`src/rtl/account_manager_if.sv`:
```
// Account manager bus: groups the card/password/transaction inputs and the
// balance/status outputs of account_manager.
//   master : drives card_in, card_number, psw_valid, password_input, op_done,
//            updated_balance, cfg_we, cfg_addr, cfg_psw, cfg_bal;
//            observes balance, session_active and the four status pulses.
//   slave  : the account_manager side (directions reversed).
interface account_manager_if #(
  parameter int unsigned CARD_W = 3,
  parameter int unsigned PSW_W  = 16,
  parameter int unsigned BAL_W  = 20
);
  logic              card_in;
  logic [CARD_W-1:0] card_number;
  logic              psw_valid;
  logic [PSW_W-1:0]  password_input;
  logic              op_done;
  logic [BAL_W-1:0]  updated_balance;
  logic              cfg_we;
  logic [CARD_W-1:0] cfg_addr;
  logic [PSW_W-1:0]  cfg_psw;
  logic [BAL_W-1:0]  cfg_bal;

  logic [BAL_W-1:0]  balance;
  logic              session_active;
  logic              auth_ok;
  logic              wrong_psw;
  logic              card_locked;
  logic              invalid_card;

  modport master (
    output card_in, card_number, psw_valid, password_input, op_done, updated_balance,
           cfg_we, cfg_addr, cfg_psw, cfg_bal,
    input  balance, session_active, auth_ok, wrong_psw, card_locked, invalid_card
  );

  modport slave (
    input  card_in, card_number, psw_valid, password_input, op_done, updated_balance,
           cfg_we, cfg_addr, cfg_psw, cfg_bal,
    output balance, session_active, auth_ok, wrong_psw, card_locked, invalid_card
  );
endinterface

```
`src/rtl/account_manager.sv`:
```
// Account manager: small ATM-style account database with card session FSM.
// Holds per-account password, balance, wrong-try counter and lock flag.
// A card session authenticates by password, then lets the host commit new
// balances until the card is removed. Too many wrong passwords lock the account.
// Ports:
//   clk    : rising-edge clock
//   rst    : asynchronous active-low reset (clears FSM, outputs and database)
//   io_bus : account_manager_if.slave (inputs, balance/session/status outputs)
// All outputs are registered; status pulses last one cycle and are exclusive.
module account_manager #(
  parameter int unsigned CARD_W    = 3,
  parameter int unsigned PSW_W     = 16,
  parameter int unsigned BAL_W     = 20,
  parameter int unsigned USERS     = 8,
  parameter int unsigned MAX_TRIES = 3
) (
  input logic               clk,
  input logic               rst,
  account_manager_if.slave  io_bus
);

  localparam int unsigned TryW = $clog2(MAX_TRIES + 1);

  localparam logic [1:0] StIdle   = 2'd0;
  localparam logic [1:0] StAuth   = 2'd1;
  localparam logic [1:0] StActive = 2'd2;
  localparam logic [1:0] StEject  = 2'd3;

  // Database
  logic [PSW_W-1:0]  r_psw   [USERS];
  logic [BAL_W-1:0]  r_bal   [USERS];
  logic [TryW-1:0]   r_tries [USERS];
  logic              r_lock  [USERS];

  // Session state and registered outputs
  logic [1:0]        r_state;
  logic [CARD_W-1:0] r_idx;
  logic [BAL_W-1:0]  r_balance;
  logic              r_session;
  logic              r_auth_ok;
  logic              r_wrong_psw;
  logic              r_card_locked;
  logic              r_invalid_card;

  // Next-state values
  logic [1:0]        w_state;
  logic [CARD_W-1:0] w_idx;
  logic [BAL_W-1:0]  w_balance;
  logic              w_auth_ok;
  logic              w_wrong_psw;
  logic              w_card_locked;
  logic              w_invalid_card;

  // Database write controls
  logic              w_cfg_wr;
  logic              w_commit;
  logic              w_tries_we;
  logic [TryW-1:0]   w_tries_val;
  logic              w_lock_set;

  // Lookups
  logic              w_card_ok;
  logic              w_cfg_ok;
  logic              w_card_lock;
  logic [PSW_W-1:0]  w_sel_psw;
  logic [BAL_W-1:0]  w_sel_bal;
  logic [TryW-1:0]   w_sel_tries;
  logic [TryW-1:0]   w_tries_inc;

  assign w_card_ok = 32'(io_bus.card_number) < USERS;
  assign w_cfg_ok  = 32'(io_bus.cfg_addr) < USERS;

  // Lookups are written as mux loops so an out-of-range index never addresses
  // an array entry; range checks above gate their use.
  always_comb begin
    w_card_lock = 1'b0;
    w_sel_psw   = '0;
    w_sel_bal   = '0;
    w_sel_tries = '0;
    for (int unsigned i = 0; i < USERS; i++) begin
      if (CARD_W'(i) == io_bus.card_number) w_card_lock = r_lock[i];
      if (CARD_W'(i) == r_idx) begin
        w_sel_psw   = r_psw[i];
        w_sel_bal   = r_bal[i];
        w_sel_tries = r_tries[i];
      end
    end
  end

  // A live counter is always below MAX_TRIES, so the increment cannot wrap.
  assign w_tries_inc = w_sel_tries + TryW'(1);

  always_comb begin
    w_state        = r_state;
    w_idx          = r_idx;
    w_balance      = r_balance;
    w_auth_ok      = 1'b0;
    w_wrong_psw    = 1'b0;
    w_card_locked  = 1'b0;
    w_invalid_card = 1'b0;
    w_cfg_wr       = 1'b0;
    w_commit       = 1'b0;
    w_tries_we     = 1'b0;
    w_tries_val    = '0;
    w_lock_set     = 1'b0;

    unique case (r_state)
      StIdle: begin
        if (io_bus.card_in) begin
          if (!w_card_ok) begin
            w_invalid_card = 1'b1;
            w_state        = StEject;
          end else if (w_card_lock) begin
            w_card_locked = 1'b1;
            w_state       = StEject;
          end else begin
            w_idx   = io_bus.card_number;
            w_state = StAuth;
          end
        end else if (io_bus.cfg_we && w_cfg_ok) begin
          w_cfg_wr = 1'b1;
        end
      end

      StAuth: begin
        // Card removal wins over a password strobe in the same cycle.
        if (!io_bus.card_in) begin
          w_state = StIdle;
        end else if (io_bus.psw_valid) begin
          w_tries_we = 1'b1;
          if (io_bus.password_input == w_sel_psw) begin
            w_auth_ok   = 1'b1;
            w_balance   = w_sel_bal;
            w_tries_val = '0;
            w_state     = StActive;
          end else begin
            w_tries_val = w_tries_inc;
            if (w_tries_inc == TryW'(MAX_TRIES)) begin
              // Final strike reports only the lockout to keep pulses exclusive.
              w_lock_set    = 1'b1;
              w_card_locked = 1'b1;
              w_state       = StEject;
            end else begin
              w_wrong_psw = 1'b1;
            end
          end
        end
      end

      StActive: begin
        if (io_bus.op_done) begin
          w_commit  = 1'b1;
          w_balance = io_bus.updated_balance;
        end
        if (!io_bus.card_in) begin
          w_balance = '0;
          w_state   = StIdle;
        end
      end

      StEject: begin
        if (!io_bus.card_in) w_state = StIdle;
      end

      default: w_state = StIdle;
    endcase
  end

  always_ff @(posedge clk or negedge rst) begin
    if (!rst) begin
      r_state        <= StIdle;
      r_idx          <= '0;
      r_balance      <= '0;
      r_session      <= 1'b0;
      r_auth_ok      <= 1'b0;
      r_wrong_psw    <= 1'b0;
      r_card_locked  <= 1'b0;
      r_invalid_card <= 1'b0;
    end else begin
      r_state        <= w_state;
      r_idx          <= w_idx;
      r_balance      <= w_balance;
      r_session      <= (w_state == StActive);
      r_auth_ok      <= w_auth_ok;
      r_wrong_psw    <= w_wrong_psw;
      r_card_locked  <= w_card_locked;
      r_invalid_card <= w_invalid_card;
    end
  end

  always_ff @(posedge clk or negedge rst) begin
    if (!rst) begin
      for (int unsigned i = 0; i < USERS; i++) begin
        r_psw[i]   <= '0;
        r_bal[i]   <= '0;
        r_tries[i] <= '0;
        r_lock[i]  <= 1'b0;
      end
    end else begin
      for (int unsigned i = 0; i < USERS; i++) begin
        if (w_cfg_wr && (CARD_W'(i) == io_bus.cfg_addr)) begin
          r_psw[i]   <= io_bus.cfg_psw;
          r_bal[i]   <= io_bus.cfg_bal;
          r_tries[i] <= '0;
          r_lock[i]  <= 1'b0;
        end else if (CARD_W'(i) == r_idx) begin
          if (w_commit)   r_bal[i]   <= io_bus.updated_balance;
          if (w_tries_we) r_tries[i] <= w_tries_val;
          if (w_lock_set) r_lock[i]  <= 1'b1;
        end
      end
    end
  end

  assign io_bus.balance        = r_balance;
  assign io_bus.session_active = r_session;
  assign io_bus.auth_ok        = r_auth_ok;
  assign io_bus.wrong_psw      = r_wrong_psw;
  assign io_bus.card_locked    = r_card_locked;
  assign io_bus.invalid_card   = r_invalid_card;

endmodule

```
`src/flat_wrapper.sv`:
```
// flat-port wrapper written by rule: the top's interface ports become plain ports
module account_manager_flat 
#(
  parameter int unsigned CARD_W    = 3,
  parameter int unsigned PSW_W     = 16,
  parameter int unsigned BAL_W     = 20,
  parameter int unsigned USERS     = 8,
  parameter int unsigned MAX_TRIES = 3
)
  (clk, rst, io_bus_card_in, io_bus_card_number, io_bus_psw_valid, io_bus_password_input, io_bus_op_done, io_bus_updated_balance, io_bus_cfg_we, io_bus_cfg_addr, io_bus_cfg_psw, io_bus_cfg_bal, io_bus_balance, io_bus_session_active, io_bus_auth_ok, io_bus_wrong_psw, io_bus_card_locked, io_bus_invalid_card);
  account_manager_if #(.CARD_W(CARD_W), .PSW_W(PSW_W), .BAL_W(BAL_W)) io_bus_i ();
  input logic clk;
  input logic rst;
  input wire logic [$bits(io_bus_i.card_in)-1:0] io_bus_card_in;
  input wire logic [$bits(io_bus_i.card_number)-1:0] io_bus_card_number;
  input wire logic [$bits(io_bus_i.psw_valid)-1:0] io_bus_psw_valid;
  input wire logic [$bits(io_bus_i.password_input)-1:0] io_bus_password_input;
  input wire logic [$bits(io_bus_i.op_done)-1:0] io_bus_op_done;
  input wire logic [$bits(io_bus_i.updated_balance)-1:0] io_bus_updated_balance;
  input wire logic [$bits(io_bus_i.cfg_we)-1:0] io_bus_cfg_we;
  input wire logic [$bits(io_bus_i.cfg_addr)-1:0] io_bus_cfg_addr;
  input wire logic [$bits(io_bus_i.cfg_psw)-1:0] io_bus_cfg_psw;
  input wire logic [$bits(io_bus_i.cfg_bal)-1:0] io_bus_cfg_bal;
  output wire logic [$bits(io_bus_i.balance)-1:0] io_bus_balance;
  output wire logic [$bits(io_bus_i.session_active)-1:0] io_bus_session_active;
  output wire logic [$bits(io_bus_i.auth_ok)-1:0] io_bus_auth_ok;
  output wire logic [$bits(io_bus_i.wrong_psw)-1:0] io_bus_wrong_psw;
  output wire logic [$bits(io_bus_i.card_locked)-1:0] io_bus_card_locked;
  output wire logic [$bits(io_bus_i.invalid_card)-1:0] io_bus_invalid_card;
  assign io_bus_i.card_in = io_bus_card_in;
  assign io_bus_i.card_number = io_bus_card_number;
  assign io_bus_i.psw_valid = io_bus_psw_valid;
  assign io_bus_i.password_input = io_bus_password_input;
  assign io_bus_i.op_done = io_bus_op_done;
  assign io_bus_i.updated_balance = io_bus_updated_balance;
  assign io_bus_i.cfg_we = io_bus_cfg_we;
  assign io_bus_i.cfg_addr = io_bus_cfg_addr;
  assign io_bus_i.cfg_psw = io_bus_cfg_psw;
  assign io_bus_i.cfg_bal = io_bus_cfg_bal;
  assign io_bus_balance = io_bus_i.balance;
  assign io_bus_session_active = io_bus_i.session_active;
  assign io_bus_auth_ok = io_bus_i.auth_ok;
  assign io_bus_wrong_psw = io_bus_i.wrong_psw;
  assign io_bus_card_locked = io_bus_i.card_locked;
  assign io_bus_invalid_card = io_bus_i.invalid_card;
  account_manager #(.CARD_W(CARD_W), .PSW_W(PSW_W), .BAL_W(BAL_W), .USERS(USERS), .MAX_TRIES(MAX_TRIES)) u_core (.clk(clk), .rst(rst), .io_bus(io_bus_i));
endmodule
```
`config.mk`:
```
export PLATFORM = sky130hd
export DESIGN_NAME = account_manager_flat
export DESIGN_NICKNAME = d
export VERILOG_FILES = /design/src/rtl/account_manager_if.sv /design/src/rtl/account_manager.sv /design/src/flat_wrapper.sv
export SDC_FILE = /design/constraint.sdc
export NUM_CORES = 1
export LEC_CHECK = 0
export ABC_AREA = 1
export CAP_MARGIN = 20
export CORE_AREA = 2 2 195 197
export CTS_BUF_LIST = sky130_fd_sc_hd__clkbuf_4 sky130_fd_sc_hd__clkbuf_8 sky130_fd_sc_hd__clkbuf_16
export DETAILED_ROUTE_END_ITERATION = 10
export DIE_AREA = 0 0 197 199
export PLACE_DENSITY_LB_ADDON = 0.12
export RECOVER_POWER = 50
export REMOVE_ABC_BUFFERS = 1
export SETUP_SLACK_MARGIN = 0.3
export SYNTH_ARGS = -nofsm -noshare
export SYNTH_HDL_FRONTEND = slang
export SYNTH_SLANG_ARGS = --single-unit
```
`constraint.sdc`:
```
create_clock -name clk -period 5.3 [get_ports clk]
set_input_delay 1.06 -clock clk [delete_from_list [all_inputs] [get_ports clk]]
set_output_delay 1.06 -clock clk [all_outputs]
set_load 0.05 [all_outputs]
```
---- Word level (Yosys, flattened, before mapping) ----
Cells that the tools add are included.
word-level totals
  register bits after elaboration ......... 341
  output and inout port bits .............. 25
  logic and storage cells ................. 270
operators by class
  add/sub/neg operators ................... 1
  equality and inequality tests ........... 31
  muxes and demuxes ....................... 126
  bitwise operators ....................... 1
  reductions and logical operators ........ 72
operators with widths
  cell                                                                      number
  20-bit 2-to-1 mux                                                         30
  16-bit 2-to-1 mux                                                         8
  2-bit 2-to-1 mux                                                          36
  2-bit nonzero test                                                        33
  1-bit 2-to-1 mux                                                          49
  2-bit AND reduction                                                       24
  20-bit one-hot mux with 2 select lines                                    1
  3-bit == test (first input constant)                                      12
  2-bit by 3-bit == test with 1-bit output (first input constant)           6
  16-bit == test                                                            1
  1-bit by 3-bit == test with 1-bit output (first input constant)           3
  3-bit logical NOT                                                         3
  2-bit == test (second input constant)                                     4
  1-bit logical AND                                                         8
  2-bit one-hot mux with 3 select lines                                     1
  5-bit AND reduction                                                       1
  2-bit inequality test (second input constant)                             2
  3-bit inequality test (second input constant)                             1
  3-bit AND reduction                                                       1
  2-bit by 1-bit adder with 2-bit output (second input constant)            1
  2-bit by 1-bit == test with 1-bit output (second input constant)          1
  2-bit logical NOT                                                         1
  2-bit by 1-bit inequality test with 1-bit output (second input constant)  1
  1-bit one-hot mux with 2 select lines                                     1
  2 further kinds                                                           2

---- Logic depth before layout (Yosys ltp) ----
  word-level depth ........................ 19
  mapped depth ............................ 20

---- Worst setup path before layout ----
OpenSTA, ideal clock, no wires.
  kind .................................... input port to flip-flop
  from .................................... input io_bus_card_in
  to ...................................... register u_core.r_bal[101] (netlist bit)
  setup time .............................. 0.142 ns
  data arrival time ....................... 2.727 ns
  data required time ...................... 5.158 ns
  slack ................................... 2.430 ns
  stages on the path ...................... 10
  cell sequence ........................... clkbuf_1 -> inv_1 -> nand2_1 -> nor2_1 -> nand2_1 -> nor2_1 -> nor2_1 -> inv_1 -> clkbuf_1 -> o221ai_1
on the way
  cells in the longest elaborated chain, start to end .. 5
  elaborated cells between the ends (all ways) .. 7
RTL lines
  what                                  RTL line                text
  start, declared                       flat_wrapper.sv:14      input wire logic [$bits(io_bus_i.card_in)-1:0] io_bus_card_in;
  1-bit 2-to-1 mux *                    account_manager.sv:109  if (io_bus.card_in) begin
  1-bit 2-to-1 mux *                    account_manager.sv:107  unique case (r_state)
  1-bit logical AND *                   account_manager.sv:201  if (w_cfg_wr && (CARD_W'(i) == io_bus.cfg_addr)) begin
  2-bit nonzero test (no source line)   n/a
  2-bit AND reduction (no source line)  n/a
  end signal, assigned by index         account_manager.sv:203  r_bal[i] <= io_bus.cfg_bal;
  end signal, assigned by index         account_manager.sv:207  if (w_commit) r_bal[i] <= io_bus.updated_balance;
  end, declared                         account_manager.sv:31   logic [BAL_W-1:0] r_bal [USERS];
Mark *: on every way between the ends. The rest lies on a longest branch, timed or not.
A chain may end at the register's enable or synchronous reset.

==> summary.txt <==
CTS Root Cell: clkbuf_16
Multi-input gate area: 0.00658 mm2
startpoint types: primary input
Starting Density: 0.443
DIE HEIGHT: 199 um
final net count: 2162
Cells after DPL: 2510
fillcell total: 3537
final hold vios: 0
die area: 0.0392 mm2
Final Slew Violations: 63
gp weighted congestion: 0.877
post-cts resize count: 0
Worst setup EP type: asynchronous set/reset pin
DP Wirelength: 33200 um
Placed Area: 0.0180 mm2
worst endpoint required time: 5080 ps
crit path kind: primary input to asynchronous set/reset pin
Finished Layout Cells: 2577
post-CTS setup buffer count: 0
CP bufs+invs: 1
Synth cell types: 31
Power, Total: 10.5 mW
starting DRC count in detailed routing: 1453
hold_buf cts: 0
Core Box Area: 0.0371 mm2
Synth Register Bits: 341
Mapped Avg Cell Area: 8.14 um2
Final Util: 0.519
H-tree levels: 2
Mapped Cells: 2022
status: complete, but fails checks
setup ws final: 1370 ps
most common library cell in the layout ignoring fill and taps: nand2_1
DRT Wirelength: 55200 um
Min-Delay Path Class: register to register
power per cell area: 547 mW/mm2
critical-path cell list: clkbuf_1
Pleak: 8.89 nW
first-pass GRT wire length: 85200 um
Tightest Pin Transition: 3730 ps
Clock transition at path regs: 60 ps
Avg Vias per Cell: 5.82
GRT overflow: 0
fin crit share: 0.742
CP Data Arrival Time: 3720 ps
Min Hold Slack: 478 ps
CTS Sinks: 341
post-synthesis sequential area ratio: 0.519
CP Max Fanout: 64
setup TNS: 0 ps
violated checks: max-capacitance violations, max-slew violations
initial antenna violation count: 0
CTS tree: built
Slowest cell on crit path: clkbuf_1
RSZ-0062 raised after global routing: no
IO Pins: 109
Peak VDD IR: 0.245 mV
Finish-stage setup viols: 0
row count: 71
DRC violations left: 0
Final Instance Area: 0.0193 mm2
pre-CTS WS: 982 ps
Largest delay share family, worst path: buffers and inverters
via count: 14997
layout cell share with drive strength beyond 1: 0.0689
Die X: 197 um
port bufs: 107
WL/cell: 21.4 um
gr usage total: 0.286
Clk Latency, worst-skew pair: 540 ps
Layout area overhead: 17.1%
Clock Path Buffers: 3
Slew HR: -1.48
number of diodes: 0
peak per-stage delay on the critical path: 2560 ps
post-route antenna net violation count: 0
min Tclk post-route: 3930 ps
Fmax: 254 MHz
Yosys warnings: 0
vias in the first global route: 14488
CTS buffer count: 39
Mapped Area: 0.0164 mm2
register area: 0.00853 mm2
clock skew: 15.8 ps
pin count of the biggest net entering global routing: 151
most frequent cells in the layout: nand2_1, dfrtp_1, inv_1
Max Cap Viol: 1
first drt pass iteration count: 8
sequential cells by signal, summed over array words and instances, names as in the netlist:
register	count
u_core.io_bus.wrong_psw	1
u_core.r_lock	8
u_core.r_idx	3
u_core.r_bal	160
u_core.r_state	2
u_core.io_bus.card_locked	1
u_core.io_bus.session_active	1
u_core.io_bus.balance	20
u_core.io_bus.auth_ok	1
u_core.r_tries	16
u_core.r_psw	128
per-layer routing:
layer / global-route usage / vias to the layer above / wire length (um)
met2: 0.428 / 674 / 24100
li1: - / 6886 / -
met1: 0.415 / 7325 / 25000
met3: 0.0509 / 112 / 4420
met4: 0.104 / 0 / 1700
met5: 0 / - / 0
final timing paths:
| check | startpoint | slack, ps | cells past startpoint | endpoint |
|---|---|---|---|---|
| worst min-delay path | u_core.r_psw[32]$_DFFE_PN0P_ | 480 | 2 | u_core.r_psw[32]$_DFFE_PN0P_ |
| worst max register to register | u_core.r_idx[2]$_DFFE_PN0P_ | 1390 | 16 | u_core.r_tries[14]$_DFFE_PN0P_ |
| max in group clk | u_core.r_idx[2]$_DFFE_PN0P_ | 1390 | 16 | u_core.r_tries[14]$_DFFE_PN0P_ |
| worst max-delay path | rst | 1370 | 1 | u_core.r_bal[26]$_DFFE_PN0P_ |
| worst min register to register | u_core.r_psw[32]$_DFFE_PN0P_ | 480 | 2 | u_core.r_psw[32]$_DFFE_PN0P_ |
| min in group asynchronous | rst | 1800 | 1 | u_core.io_bus.balance[5]$_DFFE_PN0P_ |
cells in the mapped netlist:
master / n / share of area
nand2_1: 566 / 0.13
dfrtp_1: 341 / 0.52
inv_1: 197 / 0.045
o21ai_0: 171 / 0.052
nand3_1: 136 / 0.041
nor2_1: 112 / 0.026
o221ai_1: 104 / 0.055
clkbuf_1: 97 / 0.022
o211ai_1: 60 / 0.027
a21oi_1: 48 / 0.015
nand4_1: 31 / 0.012
buf_1: 23 / 0.0052
o22ai_1: 20 / 0.0076
o2111ai_1: 18 / 0.0096
clkinv_1: 17 / 0.0039
buf_2: 14 / 0.0043
nor3_1: 14 / 0.0043
or2_2: 14 / 0.0053
nand3b_1: 8 / 0.0037
a221oi_1: 6 / 0.0032
inv_2: 6 / 0.0014
or2_1: 6 / 0.0023
buf_4: 5 / 0.0023
a211oi_1: 1 / 0.00046
a22o_1: 1 / 0.00053
a22oi_1: 1 / 0.00046
conb_1: 1 / 0.00023
ha_1: 1 / 0.00076
nand3_2: 1 / 0.00061
nor3_2: 1 / 0.00061
o21ai_1: 1 / 0.00030
final cells by class:
| type | count | area share |
|---|---|---|
| clock buffers | 62 | 0.0650 |
| clock inverters | 5 | 0.00273 |
| inverters | 220 | 0.0429 |
| multi-input cells | 1322 | 0.341 |
| flip-flops and latches | 341 | 0.443 |
| well taps | 474 | 0.0308 |
| repair buffers | 153 | 0.0745 |
cells by family after synthesis:
logic type,synth area share
AOI/OAI and AO/OA,0.172
adders and majority gates,0.000761
DFF,0.519
other,0.000228
and+or+nand+nor,0.225
buffers and inverters,0.0841
power by group:
group          internal (mW)  switching, mW  total [mW]
clock network           1.66           1.08        2.74
registers               3.62          0.457        4.08
logic                   1.34           2.38        3.72
No activity file was read; power rests on OpenSTA's default activity.
